### config.mk
export PLATFORM = sky130hd
export DESIGN_NAME = prefetch_unit
export DESIGN_NICKNAME = d
export VERILOG_FILES = /design/src/rtl/sm83_fetch_pkg.sv /design/src/rtl/fetch_queue.sv /design/src/rtl/prefetch_unit.sv
export SDC_FILE = /design/constraint.sdc
export NUM_CORES = 1
export LEC_CHECK = 0
export CORE_MARGIN = 2
export CORE_UTILIZATION = 54
export DETAILED_ROUTE_END_ITERATION = 10
export GPL_ROUTABILITY_DRIVEN = 1
export PLACE_DENSITY = 0.8
export SLEW_MARGIN = 25
export SYNTH_ARGS = -nofsm -noshare
export SYNTH_HDL_FRONTEND = slang
export SYNTH_HIERARCHICAL = 1
export SYNTH_SLANG_ARGS = --single-unit
export TNS_END_PERCENT = 30
### constraint.sdc
create_clock -name clk -period 3 [get_ports clk]
set_clock_uncertainty 0.2 [all_clocks]
set_input_delay 0.45 -clock clk [delete_from_list [all_inputs] [get_ports clk]]
set_output_delay 0.45 -clock clk [all_outputs]
set_load 0.01 [all_outputs]
### src/rtl/sm83_fetch_pkg.sv
// Shared constants for the SM83 instruction-fetch front end: default bus widths
// and the two reset vectors used by boot ROM and cartridge entry.
package sm83_fetch_pkg;

    localparam int DEF_ADDR_W = 16;
    localparam int DEF_DATA_W = 8;

    localparam logic [15:0] BOOT_PC       = 16'h0000;
    localparam logic [15:0] CART_ENTRY_PC = 16'h0100;

endpackage

### src/rtl/fetch_queue.sv
// Synchronous FIFO holding fetched bytes with their addresses. Flush empties it
// in one edge; the producer guarantees it never pushes while full.
module fetch_queue #(
    parameter int WIDTH = 24,
    parameter int DEPTH = 4
) (
    input  logic                         clk,
    input  logic                         rst,
    input  logic                         push,
    input  logic [WIDTH-1:0]             push_data,
    input  logic                         pop,
    input  logic                         flush,
    output logic                         head_valid,
    output logic [WIDTH-1:0]             head_data,
    output logic [$clog2(DEPTH+1)-1:0]   level
);

    localparam int PTR_W = $clog2(DEPTH);
    localparam int LVL_W = $clog2(DEPTH+1);

    logic [WIDTH-1:0] entries [DEPTH];
    logic [PTR_W-1:0] wr_ptr;
    logic [PTR_W-1:0] rd_ptr;
    logic [LVL_W-1:0] count;
    logic             do_pop;

    assign do_pop     = pop & (count != '0);
    assign head_valid = (count != '0);
    assign head_data  = entries[rd_ptr];
    assign level      = count;

    always_ff @(posedge clk or negedge rst) begin
        if (!rst) begin
            wr_ptr <= '0;
            rd_ptr <= '0;
            count  <= '0;
        end else if (flush) begin
            wr_ptr <= '0;
            rd_ptr <= '0;
            count  <= '0;
        end else begin
            if (push)
                wr_ptr <= wr_ptr + 1'b1;
            if (do_pop)
                rd_ptr <= rd_ptr + 1'b1;
            case ({push, do_pop})
                2'b10:   count <= count + 1'b1;
                2'b01:   count <= count - 1'b1;
                default: count <= count;
            endcase
        end
    end

    // Storage carries no reset; head_data is only meaningful while head_valid.
    always_ff @(posedge clk) begin
        if (push && !flush)
            entries[wr_ptr] <= push_data;
    end

endmodule

### src/rtl/prefetch_unit.sv
// Pipelined SM83 instruction prefetcher: issues sequential byte reads, tracks
// in-flight reads in a latency-matched delay line and queues returned bytes.
module prefetch_unit
    import sm83_fetch_pkg::*;
#(
    parameter int                ADDR_W   = DEF_ADDR_W,
    parameter int                DATA_W   = DEF_DATA_W,
    parameter int                DEPTH    = 4,
    parameter int                MEM_LAT  = 1,
    parameter logic [ADDR_W-1:0] RESET_PC = ADDR_W'(BOOT_PC)
) (
    input  logic                        clk,
    input  logic                        rst,
    input  logic                        fetch_en,
    input  logic                        redirect,
    input  logic [ADDR_W-1:0]           redirect_pc,
    output logic [ADDR_W-1:0]           mem_addr,
    output logic                        mem_cs,
    output logic                        mem_oe,
    input  logic [DATA_W-1:0]           mem_rdata,
    output logic                        op_valid,
    output logic [DATA_W-1:0]           op_data,
    output logic [ADDR_W-1:0]           op_pc,
    input  logic                        op_ready,
    output logic [$clog2(DEPTH+1)-1:0]  level
);

    localparam int LVL_W = $clog2(DEPTH+1);
    localparam int SUM_W = LVL_W + 3;
    localparam int Q_W   = DATA_W + ADDR_W;

    logic [ADDR_W-1:0]  fetch_pc;
    logic [MEM_LAT-1:0] dl_valid;
    logic [ADDR_W-1:0]  dl_pc [MEM_LAT];
    logic [SUM_W-1:0]   outstanding;
    logic               credit_ok;
    logic               q_pop;
    logic [Q_W-1:0]     q_head;

    always_comb begin
        outstanding = '0;
        for (int i = 0; i < MEM_LAT; i++)
            outstanding = outstanding + SUM_W'(dl_valid[i]);
    end

    // Every in-flight read already owns a queue slot; a same-cycle pop is not
    // credited, which keeps op_ready out of the mem_cs path.
    assign credit_ok = (SUM_W'(level) + outstanding) < SUM_W'(DEPTH);
    assign mem_cs    = rst & fetch_en & ~redirect & credit_ok;
    assign mem_oe    = dl_valid[MEM_LAT-1] & ~redirect;
    assign mem_addr  = fetch_pc;

    // Handshake: a byte transfers on a cycle where op_valid & op_ready are both
    // high and redirect is low; op_valid never depends on op_ready.
    assign q_pop = op_valid & op_ready & ~redirect;

    always_ff @(posedge clk or negedge rst) begin
        if (!rst) begin
            fetch_pc <= RESET_PC;
            dl_valid <= '0;
        end else if (redirect) begin
            fetch_pc <= redirect_pc;
            dl_valid <= '0;
        end else begin
            if (mem_cs)
                fetch_pc <= fetch_pc + 1'b1;
            dl_valid[0] <= mem_cs;
            for (int i = 1; i < MEM_LAT; i++)
                dl_valid[i] <= dl_valid[i-1];
        end
    end

    always_ff @(posedge clk) begin
        dl_pc[0] <= fetch_pc;
        for (int i = 1; i < MEM_LAT; i++)
            dl_pc[i] <= dl_pc[i-1];
    end

    fetch_queue #(
        .WIDTH (Q_W),
        .DEPTH (DEPTH)
    ) u_queue (
        .clk        (clk),
        .rst        (rst),
        .push       (mem_oe),
        .push_data  ({mem_rdata, dl_pc[MEM_LAT-1]}),
        .pop        (q_pop),
        .flush      (redirect),
        .head_valid (op_valid),
        .head_data  (q_head),
        .level      (level)
    );

    assign op_data = q_head[Q_W-1 -: DATA_W];
    assign op_pc   = q_head[ADDR_W-1:0];

endmodule

---- Word level (Yosys, flattened, before mapping) ----
Memory sizes are Yosys's and may differ from the RTL's.
Cells that the tools add are included.
W data, S select, Z words.
operators by class
  $mul .................................... 0
  reduce and logical (&&, ||, !) cells .... 7
  equal/unequal tests ..................... 2
  divide/modulo/power cells ............... 0
  $lt $le $gt $ge ......................... 1
  muxes and demuxes ....................... 11
  shift operators ......................... 0
  $add $sub $neg .......................... 6
  bitwise gates (word level) .............. 8
operators by type and width
  kind                     count
  $mux W16                 2
  $add A16 B1 Y16 const B  1
  $mux W2                  4
  $and A1 B1 Y1            7
  $pmux W3 S2              1
  $reduce_bool A2 Y1       3
  $reduce_bool A3 Y1       2
  $add A2 B1 Y2 const B    2
  $add A3 B1 Y4            1
  $lt A4 B3 Y1 const B     1
  $add A3 B1 Y3 const B    1
  $mux W1                  3
  $mux W3                  1
  $sub A3 B1 Y3 const B    1
  $eq A2 B1 Y1 const B     1
  $eq A2 B2 Y1 const B     1
  $logic_and A1 B1 Y1      1
  $logic_not A1 Y1         1
  $not A1 Y1               1
word-level totals
  word-level logic and storage cells ...... 42
  output and inout port bits .............. 46
  flip-flop bits (word level) ............. 24
  bits in writable memories ............... 112
  input bits .............................. 29
  latch bits .............................. 0
  ROM bits ................................ 0
  memories kept ........................... 2
memories
  name             depth  bits a word  read ports  clocked after memory_dff  write ports  line                 source
  u_queue.entries  4      24           1           0                         1            fetch_queue.sv:21    logic [WIDTH-1:0] entries [DEPTH];
  dl_pc            1      16           1           0                         1            prefetch_unit.sv:34  logic [ADDR_W-1:0] dl_pc [MEM_LAT];

---- Longest topological paths before layout ----
Gate-level depths: netlist of run 1.
  word-level depth ........................ 7
  gate-level depth with buffers ........... 10
  depth with buffers taken out ............ 8

---- By module ----
Netlist of run 1, hierarchy kept.
modules (own cells, without submodules)
  module         times used  area each (um^2)  seq. area each (um^2)  cells each
  fetch_queue    1           3,992.6           3,057.9                178
  prefetch_unit  1           1,400.1           745.7                  131

---- Worst setup path before layout of run 1 ----
No wires, ideal clock.
  kind .................................... input to register
  from .................................... input port redirect
  to ...................................... memory u_queue.entries[0][0], enable pin
  data arrival time ....................... 2.137 ns
  cell stages on the path ................. 6
  library setup time ...................... 0.383 ns
  buffers on the path ..................... 3
  setup slack ............................. 0.280 ns
  data required time ...................... 2.417 ns
  cell sequence ........................... buf_6 > clkbuf_1 > nor2b_1 > buf_2 > nor2b_1 > and2_1
on the way
  word-level cells in the longest chain between the ends .. 5
  elaborated cells between the ends (all ways) .. 6
  classes of those cells .................. mux (2); bitwise (2); reduce/logical (2)
RTL lines
  item                           line                 source
  from (decl)                    prefetch_unit.sv:15  input logic redirect,
  $not A1 Y1                     prefetch_unit.sv:50  assign mem_oe = dl_valid[MEM_LAT-1] & ~redirect;
  $and A1 B1 Y1                  prefetch_unit.sv:50
  named net mem_oe               prefetch_unit.sv:19  output logic mem_oe,
  $logic_and A1 B1 Y1            fetch_queue.sv:56    if (push && !flush)
  $mux W1                        fetch_queue.sv:56
  $mux W1 (implied by the code)  fetch_queue.sv:57    entries[wr_ptr] <= push_data;
  to (decl)                      fetch_queue.sv:21
The timed path passes the listed nets, and every way through them passes these cells.

---- Final worst setup path of run 1 ----
  from .................................... register u_queue.rd_ptr[0]
  to ...................................... output port op_data[1]
on the way
  word-level cells in the longest chain between the ends .. 1
RTL lines
  item                    line                 source
  from (decl)             fetch_queue.sv:23    logic [PTR_W-1:0] rd_ptr;
  from (signal assigned)  fetch_queue.sv:45    rd_ptr <= rd_ptr + 1'b1;
  $mem_v2 Z4 W24          -
  to (decl)               prefetch_unit.sv:22  output logic [DATA_W-1:0] op_data,
Every way passes these cells.

==> qor.txt, run 1 <==
Run status - finished clean
GRT Total Usage - 0.206
Power Density - 621 nW/um^2
# setup viols final - 0
Post-DP HPWL - 6550 um
FF-to-FF End - u_queue/level[1]
Nets - 442
ANT cells - 0
Final slew viol count - 0
Worst R2R Path Depth - 7
Reg2reg start - u_queue/level[1]
R2R setup slack - 350 ps
Final Util - 0.714
Post-synth cell types - 56
Setup ws final - 104 ps
CTS root buffer - clkbuf_8
EDFF count, synth - 96
Synth top cells by count - edfxtp_1 (96), dfrtp_1 (24), mux4_2 (22), dfxtp_1 (16), nand2_1 (13)
GR Overflow Total - 0
Core Area - 9730 um^2
RSZ-0062 raised after global routing - no
Clk_lat worst skew - 510 ps
Post-Synthesis Cells - 309
Async SR Flop Fraction - 0.176
Period utilisation layout - 0.965
Setup_tns - 0 ps
Die height - 104 um
Post-Place Setup Slack - 241 ps
Crit end category - primary output
Routed len/inst - 19.1 um
# DRC - 0
Worst-path clk slew - 60 ps
Largest cells by area after synthesis - edfxtp_1 (53%), dfrtp_1 (11%), mux4_2 (9.2%), dfxtp_1 (5.9%), ha_1 (1.2%)
P_leak - 2.49 nW
Vias - 3103
Number of global-route vias before repair - 3189
Sink Count - 136
Synthesized flop and latch total - 136
Worst-margin pin slew - 573 ps
Hold Fails Final Rpt - 0
Max-slew headroom - 0.615
Post-Syn Nets - 344
CTS tree - built
Mapped Avg Cell Area - 17.5 um^2
Area growth syn-to-layout - 28.9%
Crit Path Category - reg -> out
Initial Util - 0.554
First-pass GRT wire length - 16700 um
# IOs - 75
Startpoint Class - register
Share of cells above drive strength 1 - 0.190
Clock buffer depth - 2
Htree depth - 4
Hold Path Class - in -> async
Total wire length - 10600 um
Vias/cell - 5.61
Fmax - 345 MHz
TritonRoute pass-1 iters - 4
Post-synth top area cell - edfxtp_1
Die X - 104 um
GPL Wtd Cong - 0.840
Maximum fanout along the worst path - 10
Worst EP required - 2350 ps
Seq/Total Area, Yosys - 0.705
Final Power - 4.31 mW
Yosys warns - 6
FILL cells - 645
Cell area after synthesis - 5390 um^2
Finished layout cell area - 6950 um^2
Peak VDD IR - 0.411 mV
Initial antenna violation count - 0
Placed inst area - 6370 um^2
Top cell type's share of synthesized area - 0.535
Antenna viol nets, final - 0
Hold_buf cts - 0
# port buffers - 74
Main synth FF type - edfxtp_1
Core Rows - 36
WP data arrival - 2250 ps
DRT iter0 DRCs - 167
Die area - 10800 um^2
Cell with the most instances after synthesis - edfxtp_1
Fin crit period - 2900 ps
Max-cap viol count - 0
CTS buffer count - 17
Largest net degree at the start of global routing - 25
==> layer usage <==
layer	share of wire	GRT usage	vias to the layer above
met2	0.53	0.339	116
met3	0.054	0.0595	7
met5	0	0	-
met1	0.41	0.258	1562
met4	0.0090	0.0878	0
li1	-	-	1418
==> worst max-delay path by stage <==
| stage | cells after the start | slack [ps] | endpoint | from |
|---|---|---|---|---|
| finish | 3 | 100 | op_data[1] | u_queue/rd_ptr[0] |
| CTS | 3 | 40 | op_data[1] | u_queue/rd_ptr[0] |
| floorplan | 6 | 280 | u_queue/entries[0][0] | redirect |
| detailed placement | 8 | 240 | u_queue/level[1] | redirect |
| global placement | 8 | 310 | u_queue/level[1] | redirect |
| global route | 3 | 0.9 | op_data[1] | u_queue/rd_ptr[0] |
==> power breakdown <==
| part | switching (mW) | internal (mW) |
|---|---|---|
| sequential | 0.0703 | 2.08 |
| combinational | 0.0939 | 0.125 |
| clock | 0.706 | 1.24 |
==> cell type report <==
cell class | count | area (um^2) | share of cell area
Sequential cell | 136 | 3810 | 0.548
Multi-Input combinational cell | 149 | 1430 | 0.206
Timing Repair Buffer | 92 | 938 | 0.135
Clock buffer | 23 | 467 | 0.0671
Tap cell | 133 | 166 | 0.0239
Clock inverter | 9 | 98.8 | 0.0142
Inverter | 11 | 42.5 | 0.00612
==> what timing repair did <==
item / CTS / global route
buffers inserted: 2 / 0
endpoints found under the setup margin: 12 / 0
resized for setup: 1 / 0
==> flip-flops by register name (all words and copies together), names as in the netlist <==
| register | cells |
|---|---|
| u_queue/entries | 96 |
| mem_addr | 16 |
| dl_pc | 16 |
| dl_valid | 1 |
| u_queue/rd_ptr | 2 |
| u_queue/wr_ptr | 2 |
| u_queue/level | 3 |
==> critical path, stage by stage (launching register included) <==
cell and delay (ps):
dfrtp_4 530, buf_4 210, mux4_2 510, clkdlybuf4s50_1 500
==> stage by stage <==
step                hold slack, ps  instances
floorplan                    -45.6        309
global placement               247        519
detailed placement             256        519
CTS                            162        553
global route                   165        553
finish                         172        553
==> cell families after synthesis <==
family / synth area share
xor+xnor: 0.00974
simple gates: 0.0742
compound gates: 0.0513
mux: 0.115
fa+ha+maj: 0.0153
flops: 0.705
buf+inv: 0.0295
==> cells in the final DEF, fill, tap and decap left out, drive strengths merged, types with 5 or more instances in the layout <==
master / count
buf: 18
clkbuf: 23
clkdlybuf4s50: 74
clkinv: 8
dfrtp: 24
dfxtp: 16
edfxtp: 96
ha: 5
inv: 10
mux4: 24
nand2: 14
nand3: 11
nand4: 5
nor2: 12
o21ai: 8
No activity file was read; power rests on OpenSTA's default activity.
==> inputs of run 2 (changes only) <==
Settings changed: CAP_MARGIN set to 10, PLACE_DENSITY 0.8 to 0.81.
Clock period 3 ns to 2.7 ns, I/O delays scaled along.
==> run 2 against run 1 <==
The flow now finishes with violations (negative setup slack). Global-route usage increased by 1.1 points. Cell area grew 1.4%. Clock power up 16%. Worst setup slack lost 130 ps. Wire length grew 3.1%. Core utilization up 0.99 points. Non-clock buffer count grew 7. Clock-buffer cell count down 4. Critical path depth decreased by 1. Sequential share of layout area decreased by 0.78 points. Via count is 1.8% higher. Combinational power rose by 14%. Highest routed layer unchanged.
==> qor.txt, run 2 (same netlist as run 1, synthesis figures left out) <==
Run status - complete, but fails checks
Failing checks - negative setup slack
Vias/cell - 5.64 (+0.53%)
Placed insts - 522 (+0.58%)
Clk_lat worst skew - 510 ps (about the same)
Final slew viol count - 0 (unchanged)
Initial Util - 0.554 (unchanged)
# DRC - 0 (unchanged)
Core Rows - 36 (unchanged)
CTS buffer count - 17 (unchanged)
Initial antenna violation count - 0 (unchanged)
Share of cells above drive strength 1 - 0.215 (+0.0250)
Nets - 449 (+1.6%)
Largest register FFs - 96 (unchanged)
Die area - 10800 um^2 (unchanged)
DRT iter0 DRCs - 220 (+32%)
Vias - 3159 (+1.8%)
Worst-margin pin slew - 591 ps (+18.2 ps)
GR Overflow Total - 0 (unchanged)
Crit end category - primary output
P_leak - 2.67 nW (+7.1%)
Startpoint Class - register
Cell Chain, Critical Path - mux4_1 -> clkdlybuf4s50_1
Clock buffer depth - 2 (unchanged)
First-pass GRT wire length - 17500 um (+4.9%)
Period utilisation layout - 1.01
Die height - 104 um (unchanged)
Hold Path Class - in -> async
ANT cells - 0 (unchanged)
Die X - 104 um (unchanged)
Worst-path clk slew - 60 ps (about the same)
Final Non-Filler Cells - 560 (+1.3%)
Most frequent cells in the layout - edfxtp_1 (96), clkdlybuf4s50_1 (50), dfrtp_1 (23), mux4_2 (22), buf_4 (17)
CP startpoint - u_queue/rd_ptr[0]
Total wire length - 10900 um (+3.1%)
WP data arrival - 2130 ps (-120 ps)
Crit Path Category - reg -> out
Routed len/inst - 19.5 um (+1.8%)
Reg2reg start - u_queue/level[1]
Fmax - 366 MHz
TritonRoute pass-1 iters - 4 (unchanged)
FILL cells - 624 (-3.3%)
# setup viols final - 3 (+3)
Number of global-route vias before repair - 3171 (-0.56%)
CP max stage delay - 630 ps (+100 ps)
Worst EP required - 2100 ps (-250 ps)
Biggest register - u_queue/entries
Post-DP HPWL - 6660 um (+1.7%)
Core Area - 9730 um^2 (unchanged)
Max-slew headroom - 0.606 (-0.00922)
WHS - 178 ps (+6.41 ps)
Worst path top cell family by delay - multiplexers
Antenna viol nets, final - 0 (unchanged)
Peak VDD IR - 0.527 mV (+28%)
Maximum fanout along the worst path - 7 (-3)
RSZ-0062 raised after global routing - yes
Max-cap viol count - 0 (unchanged)
# port buffers - 74 (unchanged)
Worst path slowest cell - mux4_1
CTS tree - built
GRT Total Usage - 0.217 (+0.0106)
Largest net degree at the start of global routing - 28 (+12%)
Htree depth - 4 (unchanged)
Leading cell type in the layout, fill and taps excluded - edfxtp_1
Crit path buf inv count - 1 (-1)
GPL Wtd Cong - 0.839 (about the same)
Power Density - 696 nW/um^2 (+12%)
Area growth syn-to-layout - 30.7%
Hold_buf cts - 0 (unchanged)
Fin crit period - 2730 ps
Sink Count - 136 (unchanged)
CTS root buffer - clkbuf_8
Setup ws final - -30.2 ps (-134 ps)
# IOs - 75 (unchanged)
Hold Fails Final Rpt - 0 (unchanged)
run 2: final cells by class:
class	instances	area, um^2	share of cell area
clock buffers	19	422	0.0598
clock inverters	13	170	0.0241
inverters	11	42.5	0.00604
multi-input cells	149	1430	0.203
flip-flops and latches	136	3800	0.540
well taps	133	166	0.0236
repair buffers	99	1010	0.143
run 2: power by group:
part           internal, mW  total [mW]  leakage, nW  switching, mW
registers              2.31        2.39         1.30         0.0784
clock network          1.42        2.27        0.292          0.851
logic                 0.139       0.249         1.07          0.110
total                  3.87        4.91         2.67           1.04
run 2: path summary, 6_finish.rpt:
kind	endpoint	cells past startpoint	slack (ps)
setup / recovery	op_pc[2]	2	-30
hold / removal	mem_addr[11]	2	180
setup reg to reg	u_queue/level[1]	7	160
hold reg to reg	u_queue/entries[0][13]	0	280
max in group asynchronous	u_queue/rd_ptr[0]	2	1850
min in group clk	mem_addr[1]	3	270
run 2: routing by layer:
layer	vias up	wire (um)	track usage
li1	1441	-	-
met3	10	611	0.0595
met5	-	0	0
met2	125	5600	0.341
met4	0	115	0.0734
met1	1583	4590	0.298
run 2: per-stage QoR:
stage | area, um^2 | TNS (ps) | worst slack [ps] | utilization | power, mW
2_1_floorplan | 5390 | 0 | 25.0 | - | 2.51
3_3_place_gp | 6400 | 0 | 112 | 0.658 | 2.66
6_report | 7050 | -50.9 | -30.2 | 0.724 | 4.91
4_1_cts | 6990 | -1740 | -178 | 0.719 | 4.94
5_1_grt | 7050 | -305 | -80.1 | 0.724 | 5.07
3_5_place_dp | 6400 | 0 | 53.4 | 0.658 | 2.68
run 2: timing repair:
item / in CTS / in global routing
buffers inserted: 2 / 4
gates resized for setup: 12 / 22
pin swaps: 0 / 0
setup endpoints to repair: 24 / 15
gates cloned: 0 / 0
==> inputs of run 3 (changes only) <==
Settings changed: CORE_MARGIN 2 to 4, PLACE_DENSITY 0.81 to 0.79.
==> run 3 against run 2 <==
The run still ends with negative setup slack left. Critical endpoint is now op_pc[0]. Cell area down 0.62%. Largest cell class unchanged. Die area up 7.8%. Register-to-register slack better by 50 ps. Flip-flop and latch count unchanged. Power down 2.6%. Wire length down 4.8%. Cell count down 0.54%. Critical path type unchanged.
==> qor.txt, run 3 (same netlist as run 1, synthesis figures left out) <==
Die area - 11600 um^2 (+7.8%)
Setup ws final - -24.0 ps (+6.21 ps)
GR Overflow Total - 0 (unchanged)
Fin crit period - 2720 ps (-6.21 ps)
Peak VDD IR - 0.356 mV (-32%)
Most frequent cells in the layout - edfxtp_1 (96), clkdlybuf4s50_1 (50), dfrtp_1 (23), mux4_2 (22)
Cell Chain, Critical Path - mux4_1 -> clkdlybuf4s50_1
Htree depth - 4 (unchanged)
P_sw - 0.998 mW (-4.0%)
CP max stage delay - 620 ps (about the same)
Startpoint Class - register
Footprint of the multi-input gates - 1430 um^2 (unchanged)
Period utilisation layout - 1.01 (-0.00230)
Final slew viol count - 0 (unchanged)
# setup viols final - 1 (-2)
Worst path slowest cell - mux4_1
Max-slew headroom - 0.634 (+0.0286)
Share of cells above drive strength 1 - 0.212 (-0.00319)
# DRC - 0 (unchanged)
# IOs - 75 (unchanged)
CTS tree - built
Clock buffer depth - 2 (unchanged)
Worst EP required - 2100 ps (about the same)
Worst-path clk slew - 60 ps (about the same)
Post-DP HPWL - 6530 um (-2.0%)
Hold_buf cts - 0 (unchanged)
Flop pwr share - 0.500 (+0.013)
Nets - 446 (-0.67%)
GRT Total Usage - 0.194 (-0.0229)
Maximum fanout along the worst path - 6 (-1)
Worst-margin pin slew - 548 ps (-42.9 ps)
CTS root buffer - clkbuf_8
Run status - complete, but fails checks
Antenna viol nets, final - 0 (unchanged)
Fmax - 367 MHz (+0.23%)
FILL cells - 621 (-0.48%)
Largest net degree at the start of global routing - 28 (unchanged)
# port buffers - 74 (unchanged)
Biggest register - u_queue/entries
Register area - 3800 um^2 (unchanged)
Comb pwr share - 0.050 (about the same)
Hold Fails Final Rpt - 0 (unchanged)
Initial antenna violation count - 0 (unchanged)
Area growth syn-to-layout - 29.9%
Post-Place Setup Slack - -8.52 ps (-62.0 ps)
Failing checks - negative setup slack
Placed inst area - 6380 um^2 (-0.39%)
Crit Path Category - reg -> out
P_leak - 2.66 nW (-0.28%)
Crit end category - primary output
ANT cells - 0 (unchanged)
Die X - 108 um (+3.8%)
Worst R2R Path Depth - 7 (unchanged)
Initial Util - 0.554 (unchanged)
GPL Wtd Cong - 0.825 (-1.8%)
Clk_lat worst skew - 510 ps (about the same)
Core Rows - 36 (unchanged)
Power Density - 682 nW/um^2 (-2.0%)
Largest register FFs - 96 (unchanged)
CTS buffer count - 17 (unchanged)
Die height - 108 um (+3.8%)
Leading cell type in the layout, fill and taps excluded - edfxtp_1
Vias/cell - 5.54 (-1.7%)
Net Sw Frac - 0.209 (-0.00286)
Routed len/inst - 18.7 um (-4.3%)
Core Area - 9730 um^2 (unchanged)
Cell-internal power - 3.78 mW (-2.3%)
Total wire length - 10400 um (-4.8%)
Final Util - 0.720 (-0.00450)
DRT iter0 DRCs - 120 (-45%)
Hold Path Class - in -> async
Max-cap viol count - 0 (unchanged)
WP data arrival - 2120 ps (about the same)
Clock share of power - 0.449 (-0.014)
First-pass GRT wire length - 17000 um (-2.6%)
Finished layout cell area - 7000 um^2 (-0.62%)
RSZ-0062 raised after global routing - yes
Vias - 3088 (-2.2%)
TritonRoute pass-1 iters - 5 (+1)
Sink Count - 136 (unchanged)
Number of global-route vias before repair - 3243 (+2.3%)
==> run 3: what timing repair did <==
action	CTS	global route
buffers inserted	2	1
setup endpoints to repair	24	17
gates resized for setup	12	29
pin swaps	0	0
==> run 3: stage by stage <==
stage | hold slack [ps] | instances | total power, mW | setup TNS [ps]
finish | 145 | 557 | 4.78 | -24.0
global placement | 245 | 522 | 2.66 | 0
global route | 177 | 557 | 4.96 | -127
CTS | 153 | 556 | 4.81 | -1720
detailed placement | 243 | 522 | 2.67 | -8.52
floorplan | -90.6 | 309 | 2.51 | 0
==> run 3: area by class of cell <==
type | instances | share of cell area
Clock inverter | 12 | 0.0184
Sequential cell | 136 | 0.543
Clock buffer | 20 | 0.0622
Tap cell | 133 | 0.0238
Inverter | 11 | 0.00607
Multi-Input combinational cell | 149 | 0.204
Timing Repair Buffer | 96 | 0.142
==> run 3: power groups by stage <==
stage                     clock network (mW)  registers [mW]  logic (mW)
after global routing                    2.29            2.40       0.264
after detailed placement                   0            2.43       0.243
after global placement                     0            2.42       0.237
after CTS                               2.17            2.39       0.244
final                                   2.15            2.39       0.240
after floorplan                            0            2.41      0.0909
==> run 3: path summary, 6_finish.rpt <==
path,startpoint,to,slack (ps)
min in group clk,mem_addr[11],dl_pc[0][11],260
worst min-delay path,rst,u_queue/level[2],150
worst max-delay path,u_queue/rd_ptr[0],op_pc[0],-20
worst min register to register,mem_addr[11],dl_pc[0][11],260
max in group asynchronous,rst,u_queue/rd_ptr[0],1890
worst max register to register,u_queue/level[1],u_queue/level[1],210
==> run 3: worst max-delay path, delay by kind of cell (launching register included) <==
family,cells,cell delay (ps)
mux,1,620
buf+inv,1,510
flops,1,480
==> run 3: layer usage <==
metal	wire (um)	vias up	GRT usage
met1	4450	1543	0.262
met2	5300	101	0.310
met5	0	-	0
li1	-	1430	-
met3	486	14	0.0472
met4	160	0	0.0721
